`src/rtl/spi_xfer_arbiter.sv`:
```
// spi_xfer_arbiter: round-robin transaction scheduler that shares a single
// SPI master datapath between NUM_REQ requesters. Each grant performs one
// byte transfer and is followed by a chip-select guard gap.
//
// Optional feature macro: SPI_ARB_TIMEOUT_EN
//   defined   -> read transfers that see no m_rx_valid within TIMEOUT XFER
//                cycles complete with err=1 and rx_data unchanged.
//   undefined -> a read transfer waits in XFER until m_rx_valid or reset.
module spi_xfer_arbiter #(
  parameter int NUM_REQ      = 3,
  parameter int GUARD_CYCLES = 2,
  parameter int WR_CYCLES    = 9,
  parameter int TIMEOUT      = 32
) (
  input  logic                 sclk,
  input  logic                 reset,
  input  logic [NUM_REQ-1:0]   req,
  input  logic [2*NUM_REQ-1:0] req_slave,
  input  logic [2*NUM_REQ-1:0] req_rw,
  input  logic [2*NUM_REQ-1:0] req_mode,
  input  logic [8*NUM_REQ-1:0] req_tx,
  output logic [NUM_REQ-1:0]   gnt,
  output logic [NUM_REQ-1:0]   done,
  output logic                 err,
  output logic [7:0]           rx_data,
  output logic                 busy,
  output logic [1:0]           m_cs,
  output logic [1:0]           m_rw,
  output logic [1:0]           m_mode,
  output logic [7:0]           m_tx,
  input  logic [7:0]           m_rx,
  input  logic                 m_rx_valid
);

  localparam int PTR_W   = $clog2(NUM_REQ);
  // One cycle counter serves both the write length and the read timeout.
  localparam int CNT_MAX = (WR_CYCLES > TIMEOUT) ? WR_CYCLES : TIMEOUT;
  localparam int CNT_W   = $clog2(CNT_MAX + 1);

  typedef enum logic [2:0] {
    S_IDLE,
    S_LOAD,
    S_XFER,
    S_DONE,
    S_GUARD
  } state_t;

  state_t             state, state_nxt;
  logic [PTR_W-1:0]   rr_ptr;
  logic [PTR_W-1:0]   owner;
  logic [PTR_W-1:0]   pick;
  logic               pick_vld;
  logic [1:0]         cmd_slave, cmd_rw, cmd_mode;
  logic [7:0]         cmd_tx;
  logic               cmd_inv;
  logic               err_flag;
  logic [CNT_W-1:0]   xfer_cnt;
  logic [3:0]         guard_cnt;
  logic               timeout_hit;
  logic               owned;

  // Per-requester command fields unpacked from the flat buses.
  logic [1:0] slave_a [NUM_REQ];
  logic [1:0] rw_a    [NUM_REQ];
  logic [1:0] mode_a  [NUM_REQ];
  logic [7:0] tx_a    [NUM_REQ];

  // Split the flat request buses into per-requester fields.
  always_comb begin
    for (int i = 0; i < NUM_REQ; i++) begin
      slave_a[i] = req_slave[2*i +: 2];
      rw_a[i]    = req_rw[2*i +: 2];
      mode_a[i]  = req_mode[2*i +: 2];
      tx_a[i]    = req_tx[8*i +: 8];
    end
  end

  // Round-robin pick: first requesting index at or after rr_ptr, wrapping.
  always_comb begin
    int idx;
    // NOTE: every variable written here gets a value before any branch, so
    // no path leaves it holding its old value (which would infer a latch).
    pick     = '0;
    pick_vld = 1'b0;
    idx      = 0;
    for (int i = 0; i < NUM_REQ; i++) begin
      idx = int'(rr_ptr) + i;
      if (idx >= NUM_REQ) idx = idx - NUM_REQ;
      if (!pick_vld && req[PTR_W'(idx)]) begin
        pick_vld = 1'b1;
        pick     = PTR_W'(idx);
      end
    end
  end

  assign cmd_inv = (cmd_slave == 2'b00) || (cmd_rw == 2'b00);

`ifdef SPI_ARB_TIMEOUT_EN
  assign timeout_hit = (xfer_cnt == CNT_W'(TIMEOUT - 1));
`else
  assign timeout_hit = 1'b0;
`endif

  // State register.
  always_ff @(posedge sclk or posedge reset) begin
    // NOTE: sequential state uses non-blocking assignments so every register
    // samples pre-edge values regardless of statement order.
    if (reset) state <= S_IDLE;
    else       state <= state_nxt;
  end

  // Next-state logic.
  always_comb begin
    state_nxt = state;
    case (state)
      S_IDLE:  if (pick_vld) state_nxt = S_LOAD;
      S_LOAD:  state_nxt = cmd_inv ? S_DONE : S_XFER;
      S_XFER: begin
        if (cmd_rw[1]) begin
          if (m_rx_valid || timeout_hit) state_nxt = S_DONE;
        end else if (xfer_cnt == CNT_W'(WR_CYCLES - 1)) begin
          state_nxt = S_DONE;
        end
      end
      S_DONE:  state_nxt = S_GUARD;
      S_GUARD: if (guard_cnt == 4'd0) state_nxt = S_IDLE;
      default: state_nxt = S_IDLE;
    endcase
  end

  // Command latch, counters, round-robin pointer and received byte.
  always_ff @(posedge sclk or posedge reset) begin
    if (reset) begin
      rr_ptr    <= '0;
      owner     <= '0;
      cmd_slave <= 2'b00;
      cmd_rw    <= 2'b00;
      cmd_mode  <= 2'b00;
      cmd_tx    <= 8'h00;
      err_flag  <= 1'b0;
      xfer_cnt  <= '0;
      guard_cnt <= 4'd0;
      rx_data   <= 8'h00;
    end else begin
      case (state)
        S_IDLE: begin
          // Fields are frozen here; requester inputs are ignored afterwards.
          if (pick_vld) begin
            owner     <= pick;
            cmd_slave <= slave_a[pick];
            cmd_rw    <= rw_a[pick];
            cmd_mode  <= mode_a[pick];
            cmd_tx    <= tx_a[pick];
          end
        end
        S_LOAD: begin
          err_flag <= cmd_inv;
          xfer_cnt <= '0;
        end
        S_XFER: begin
          xfer_cnt <= xfer_cnt + 1'b1;
          if (cmd_rw[1]) begin
            if (m_rx_valid)       rx_data  <= m_rx;
            else if (timeout_hit) err_flag <= 1'b1;
          end
        end
        S_DONE: begin
          rr_ptr    <= (owner == PTR_W'(NUM_REQ - 1)) ? '0 : owner + 1'b1;
          guard_cnt <= 4'(GUARD_CYCLES - 1);
        end
        S_GUARD: begin
          if (guard_cnt != 4'd0) guard_cnt <= guard_cnt - 1'b1;
        end
        default: ;
      endcase
    end
  end

  assign owned = (state == S_LOAD) || (state == S_XFER) || (state == S_DONE);

  // Grant/done decode for the owning requester.
  always_comb begin
    gnt  = '0;
    done = '0;
    if (owned)            gnt[owner]  = 1'b1;
    if (state == S_DONE)  done[owner] = 1'b1;
  end

  assign err  = (state == S_DONE) && err_flag;
  assign busy = (state != S_IDLE);

  // Chip select only during XFER; invalid commands never reach XFER.
  assign m_cs   = (state == S_XFER) ? cmd_slave : 2'b00;
  assign m_rw   = owned ? cmd_rw : 2'b00;
  // Mode and tx byte change only on a new grant, while m_cs is still 0.
  assign m_mode = cmd_mode;
  assign m_tx   = cmd_tx;

endmodule

```
`config.mk`:
```
export PLATFORM = sky130hd
export DESIGN_NAME = spi_xfer_arbiter
export DESIGN_NICKNAME = d
export VERILOG_FILES = /design/src/rtl/spi_xfer_arbiter.sv
export SDC_FILE = /design/constraint.sdc
export NUM_CORES = 1
export LEC_CHECK = 0
export CAP_MARGIN = 0
export CORE_AREA = 3 3 72 87
export DETAILED_ROUTE_END_ITERATION = 6
export DIE_AREA = 0 0 75 90
export HOLD_SLACK_MARGIN = 0.15
export PLACE_DENSITY = 0.78
export SLEW_MARGIN = 20
export SYNTH_ARGS = -nofsm -noshare
export SYNTH_HDL_FRONTEND = slang
export SYNTH_SLANG_ARGS = --single-unit
```
`constraint.sdc`:
```
create_clock -name sclk -period 2.9 [get_ports sclk]
set_input_delay 0.29 -clock sclk [delete_from_list [all_inputs] [get_ports sclk]]
set_output_delay 0.29 -clock sclk [all_outputs]
set_load 0.01 [all_outputs]
```
# --- Yosys cells after proc, flatten, opt, wreduce, memory -nomap -nowiden ---
# Cells that the tools add are included.
op_classes:
  magnitude_cmp: 9
  bitwise_logic: 1
  reduce_logical: 21
  n_addsub: 8
  n_eq_ne: 11
  n_mux: 47
ops:
  columns: ["op", "n"]
  rows:
  - ["2-to-1 mux 2 bit", 15]
  - ["2-to-1 mux 3 bit", 7]
  - ["binary-select mux 8 bit (select 2 bit)", 1]
  - ["2-to-1 mux 8 bit", 2]
  - ["case mux 3 bit (5 select lines)", 1]
  - ["binary-select mux 2 bit (select 2 bit)", 3]
  - ["< comparator 2 x 4 -> 1 bit (second input constant)", 3]
  - ["case mux 6 bit (2 select lines)", 1]
  - ["2-to-1 mux 1 bit", 11]
  - ["case mux 4 bit (2 select lines)", 1]
  - ["adder 6 x 1 -> 6 bit (second input constant)", 1]
  - ["binary-select mux 1 bit (select 2 bit)", 3]
  - ["equality test 3 x 2 -> 1 bit (second input constant)", 2]
  - ["equality test 6 x 4 -> 1 bit (second input constant)", 1]
  - ["greater-or-equal comparator 3 x 2 -> 1 bit (second input constant)", 2]
  - ["!= test 2 bit (second input constant)", 3]
  - ["!= test 3 bit (second input constant)", 2]
  - ["subtractor 2 bit (second input constant)", 3]
  - ["logical AND 1 bit", 4]
  - ["logical NOT 2 bit", 2]
  - ["logical NOT 4 bit", 1]
  - ["2-to-1 mux 4 bit", 1]
  - ["AND reduction 2 bit", 2]
  - ["AND reduction 4 bit", 1]
  - ["other kinds (20)", 24]
totals:
  wordCells: 108
  reg_bits: 40
  in_bits: 56
  output_inout_bits: 30

# --- Logic depth before layout (Yosys ltp) ---
logic_depth:
  word_depth: 16
  mapped_depth: 10
  ltp_nobuf: 7

# --- Worst setup path after synthesis ---
# No wires, ideal clock.
synth_path:
  path_type: "flip-flop to flip-flop"
  start: "register rr_ptr[1]"
  end: "register cmd_rw[0]"
  setup_ps: 80
  required_time_ps: 2820
  n_path_buf: 3
  path_slack_ps: 639
  path_stages_with_launch: 11
  arrival_ps: 2181
  period_less_slack_ps: 2261
  path_cell_list: "dfrtp_1 inv_1 ha_1 buf_6 mux2i_1 mux2_4 a31o_4 or3_4 buf_6 buf_12 o211ai_2"
synth_between:
  elab_chain_cells: 16
  elab_cells_between_ends: 35
  classes_between: "5 x add/sub; 3 x order compare; 21 x mux; 1 x bitwise; 5 x reduce/logical"
synth_rtl:
  columns: ["element", "line_no", "text"]
  rows:
  - ["from (decl)", "49", "logic [PTR_W-1:0] rr_ptr;"]
  - ["from (signal assigned)", "168", "rr_ptr <= (owner == PTR_W'(NUM_REQ - 1)) ? '0 : owner + 1'b1;"]
  - ["branches (longest 16 deep; another with adder 2 x 1 -> 3 bit)", null, null]
  - ["to (signal assigned)", "151", "cmd_rw <= rw_a[pick];"]
  - ["to (decl)", "53", "logic [1:0] cmd_slave, cmd_rw, cmd_mode;"]
# Parallel ways; which one is timed is not known. The select of a mux whose other input is x is not followed.
# A chain may end at the register's enable or synchronous reset.

# --- Worst setup path in the final report ---
layout_path:
  start: "register rr_ptr[1]"
  end: "register cmd_tx[4] (netlist: m_tx[4])"
layout_between:
  elab_chain_cells: 16
  elab_cells_between_ends: 35
  classes_between: "5 x add/sub; 3 x order compare; 21 x mux; 1 x bitwise; 5 x reduce/logical"
layout_rtl:
  columns: ["element", "line_no", "text"]
  rows:
  - ["branches (longest 16 deep; another with adder 2 x 1 -> 3 bit)", null, null]
  - ["to (signal assigned)", "153", "cmd_tx <= tx_a[pick];"]
  - ["to (decl)", "54", "logic [7:0] cmd_tx;"]
# Parallel ways; which one is timed is not known. The select of a mux whose other input is x is not followed.

==> load_flow_metrics.sql <==
INSERT INTO impl_metrics (metric_group, metric, value, unit) VALUES
('routing', 'wirelength', '6070', 'um'),
('floorplan', 'die_width', '75', 'um'),
('clock_network', 'cts_tree', 'built', ''),
('sta', 'timing.clock.skew', '0.0108', 'ns'),
('floorplan', 'pin_count', '86', ''),
('run_status', 'result_of_the_run', 'finished, final reports clean', ''),
('sta', 'unrepaired_setup_endpoints_after_global_routing', 'false', ''),
('floorplan', 'std_cell_rows', '29', ''),
('grt', 'grt_pass1_vias', '2091', ''),
('cells_and_area', 'post_route_cells_drive_above_1_share', '11.2', '%'),
('setup_path', 'setup.worst_path.end_class', 'flop', ''),
('clock_network', 'postCtsHoldBufs', '0', ''),
('sta', 'setup-tns-final', '0', 'ns'),
('clock_network', 'clock_latency_on_the_worst_skew_pair', '0.30', 'ns'),
('cells_and_area', 'final_common_cell', 'sky130_fd_sc_hd__clkdlybuf4s50_1', ''),
('floorplan', 'floorplan.die.height', '90', 'um'),
('logic_synthesis', 'synthesis.area_per_instance', '10.4', 'um2'),
('sta', 'count_of_pins_over_their_slew_limit', '0', ''),
('sta', 'min_period_over_period', '88.9', '%'),
('floorplan', 'initial_core_util', '45.1', '%'),
('sta', 'final_setup_vio_count', '0', ''),
('cells_and_area', 'design.final.nets', '384', ''),
('cells_and_area', 'final_cell_area', '3390', 'um2'),
('logic_synthesis', 'synth_cell_types', '43', ''),
('clock_network', 'h-tree-depth', '2', ''),
('clock_network', 'clk_pin_slew_worst_paths', '0.09', 'ns'),
('grt', 'grtUsageTotal', '19.2', '%'),
('routing', 'num_vias', '2075', ''),
('cells_and_area', 'filler_cell_count', '465', ''),
('setup_path', 'worst_ep_arrival_time', '2.75', 'ns'),
('placed_design', 'placement.cell_area', '3290', 'um2'),
('logic_synthesis', 'synth-seq-cells', '40', ''),
('logic_synthesis', 'seq_area_frac_synth', '41.0', '%'),
('setup_path', 'reg2reg_slack', '0.32', 'ns'),
('placed_design', 'gpl.final_weighted_congestion', '0.828', ''),
('setup_path', 'worst_setup_path_start_kind', 'flop', ''),
('routing', 'drt-initial-drc-count', '158', ''),
('clock_network', 'cts_made_buffers', '5', ''),
('clock_network', 'cts-resized-gates', '0', ''),
('sta', 'final_worst_setup_slack', '0.322', 'ns'),
('clock_network', 'ctsLongestPathBuffers', '2', ''),
('sta', 'finalWorstPathRequiredPeriod', '2.58', 'ns'),
('clock_network', 'cts_post_setup_buffers_inserted', '0', ''),
('clock_network', 'cts_root_buffer', 'sky130_fd_sc_hd__clkbuf_8', ''),
('sta', 'maximum_operating_frequency', '0.388', 'GHz'),
('power_and_ir_drop', 'static-leakage-power', '0.00148', 'uW'),
('logic_synthesis', 'syn-cell-area', '2440', 'um2'),
('grt', 'grt-ovfl-total', '0', ''),
('sta', 'tightestPinTransition', '0.829', 'ns'),
('placed_design', 'preCtsSetupSlack', '0.295', 'ns'),
('floorplan', 'core_area', '5410', 'um2'),
('logic_synthesis', 'yosys_warnings', '0', ''),
('routing', 'routed_wire_length_per_instance', '15.8', 'um'),
('grt', 'grt_start_max_net_pins', '41', ''),
('worst_hold_path', 'worst_hold_path_type', 'input port to async pin', ''),
('sta', 'finalHoldViolCount', '0', ''),
('routing', 'post-route-drc-count', '0', ''),
('setup_path', 'cp_data_required_time', '3.07', 'ns'),
('setup_path', 'setup.worst_path.class', 'flop to flop', ''),
('logic_synthesis', 'post_synth_inst_count', '235', ''),
('routing', 'ant_nets', '0', ''),
('placed_design', 'numPortBuffers', '85', ''),
('grt', 'global_route_wire_length_before_repair', '10200', 'um'),
('placed_design', 'detailedPlacementHpwl', '4620', 'um'),
('routing', 'drt-vias-per-instance', '5.40', ''),
('routing', 'dr.pass1.iters', '4', ''),
('clock_network', 'sinks_on_the_clock_net', '40', ''),
('cells_and_area', 'syn_to_final_growth', '39.2', '%'),
('sta', 'max_slew_margin', '43.9', '%'),
('cells_and_area', 'diodes', '0', ''),
('floorplan', 'fp.dieArea', '6750', 'um2'),
('job', 'timing.max_cap.violations', '0', ''),
('setup_path', 'cp_max_fo', '14', ''),
('power_and_ir_drop', 'p_per_area', '958', 'nW/um2'),
('logic_synthesis', 'synth.net_count', '298', ''),
('grt', 'grt_antenna_before_repair', '0', ''),
('cells_and_area', 'layout.cells.most_common_list', 'sky130_fd_sc_hd__clkdlybuf4s50_1, sky130_fd_sc_hd__dfrtp_1, sky130_fd_sc_hd__nand2_1', ''),
('power_and_ir_drop', 'irDropWorstVdd', '448', 'uV');
[worst max-delay path, cell delays in order (launching register included)]
cell                       delay [ns]
sky130_fd_sc_hd__dfrtp_1         0.41
sky130_fd_sc_hd__inv_1           0.09
sky130_fd_sc_hd__ha_1            0.19
sky130_fd_sc_hd__buf_4           0.17
sky130_fd_sc_hd__mux2_2          0.33
sky130_fd_sc_hd__o311ai_0        0.54
sky130_fd_sc_hd__mux2i_4         0.36
sky130_fd_sc_hd__mux2i_1         0.27
sky130_fd_sc_hd__o211ai_2        0.10
[per-stage QoR]
stage / hold WS, ns / utilization (%) / power, uW / instances
3_5_place_dp: 0.465 / 60.8 / 2820 / 376
6_report: 0.421 / 62.8 / 3250 / 384
4_1_cts: 0.442 / 62.8 / 3280 / 384
3_3_place_gp: 0.459 / 60.6 / 2770 / 376
2_1_floorplan: 0.442 / - / 2230 / 235
5_1_grt: 0.484 / 62.8 / 3500 / 384
[kinds of logic (layout without fill, tap and decap cells)]
logic type	count (synthesis)	in the layout	synth area share, %
xor+xnor	2	2	0.718
buf+inv	23	110	7.18
compound gates	59	59	19.1
flops	40	40	41.0
simple gates	75	75	15.6
fa+ha+maj	7	7	3.59
mux	29	29	12.7
[area by class of cell]
| cell class | instances | area, um2 | share of cell area (%) |
|---|---|---|---|
| timing repair buffer | 91 | 896 | 26.4 |
| clock inverter | 2 | 35.0 | 1.03 |
| clock buffer | 6 | 72.6 | 2.14 |
| inverter | 11 | 41.3 | 1.22 |
| sequential | 40 | 1000 | 29.5 |
| tap | 62 | 77.6 | 2.29 |
| multi-input combinational | 172 | 1270 | 37.4 |
[sequential cells by signal, indices dropped and copies added, names as in the netlist, 2 cells and up]
name	flops
owner	2
rr_ptr	2
cmd_slave	2
state	3
guard_cnt	4
cmd_rw	2
m_tx	8
m_mode	2
rx_data	8
xfer_cnt	6
[worst paths after layout]
path	start	endpoint	depth (start not counted)
worst max register to register	rr_ptr[1]	m_tx[4]	8
min in group sclk	err_flag	err_flag	2
worst min-delay path	reset	rx_data[3]	3
max in group asynchronous	reset	owner[0]	3
worst min register to register	err_flag	err_flag	2
worst max-delay path	rr_ptr[1]	m_tx[4]	8
[synth_stat cells (all sizes together)]
cell    number  area share (%)
dfrtp       40              41
nand2       28             4.3
o211ai      28              10
mux2i       19             8.0
nor2        12             1.8
inv         11             1.7
o21ai       11             2.3
mux2        10             4.8
clkbuf       8             3.3
ha           7             3.6
a21oi        4            0.82
and2         4             1.0
buf          4             2.2
nand2b       4             1.0
nor3         4            0.82
o21a         4             1.2
and3         3            0.77
nand3b       3            0.92
nand4        3            0.77
nor3b        3            0.92
a21o         2            0.62
a31oi        2            0.51
nand3        2            0.41
nor2b        2            0.51
nor4         2            0.51
nor4b        2            0.72
o311ai       2            0.72
or3          2            0.72
xnor2        2            0.72
a31o         1            0.72
nand4b       1            0.36
o221a        1            0.46
o22a         1            0.36
o22ai        1            0.26
o31ai        1            0.31
o41ai        1            0.36
[power by group]
group / total [uW] / switching [uW] / internal (uW)
clock: 456 / 200 / 256
sequential: 994 / 194 / 799
combinational: 1800 / 885 / 916
total: 3250 / 1280 / 1970
[per-layer routing]
layer | GRT usage, % | vias to the layer above | part of all wire, %
li1 | - | 1028 | -
met1 | 26.0 | 975 | 43
met2 | 30.7 | 66 | 50
met3 | 3.57 | 6 | 5.3
met4 | 5.79 | 0 | 1.0
met5 | 0 | - | 0
No activity file was read; power rests on OpenSTA's default activity.
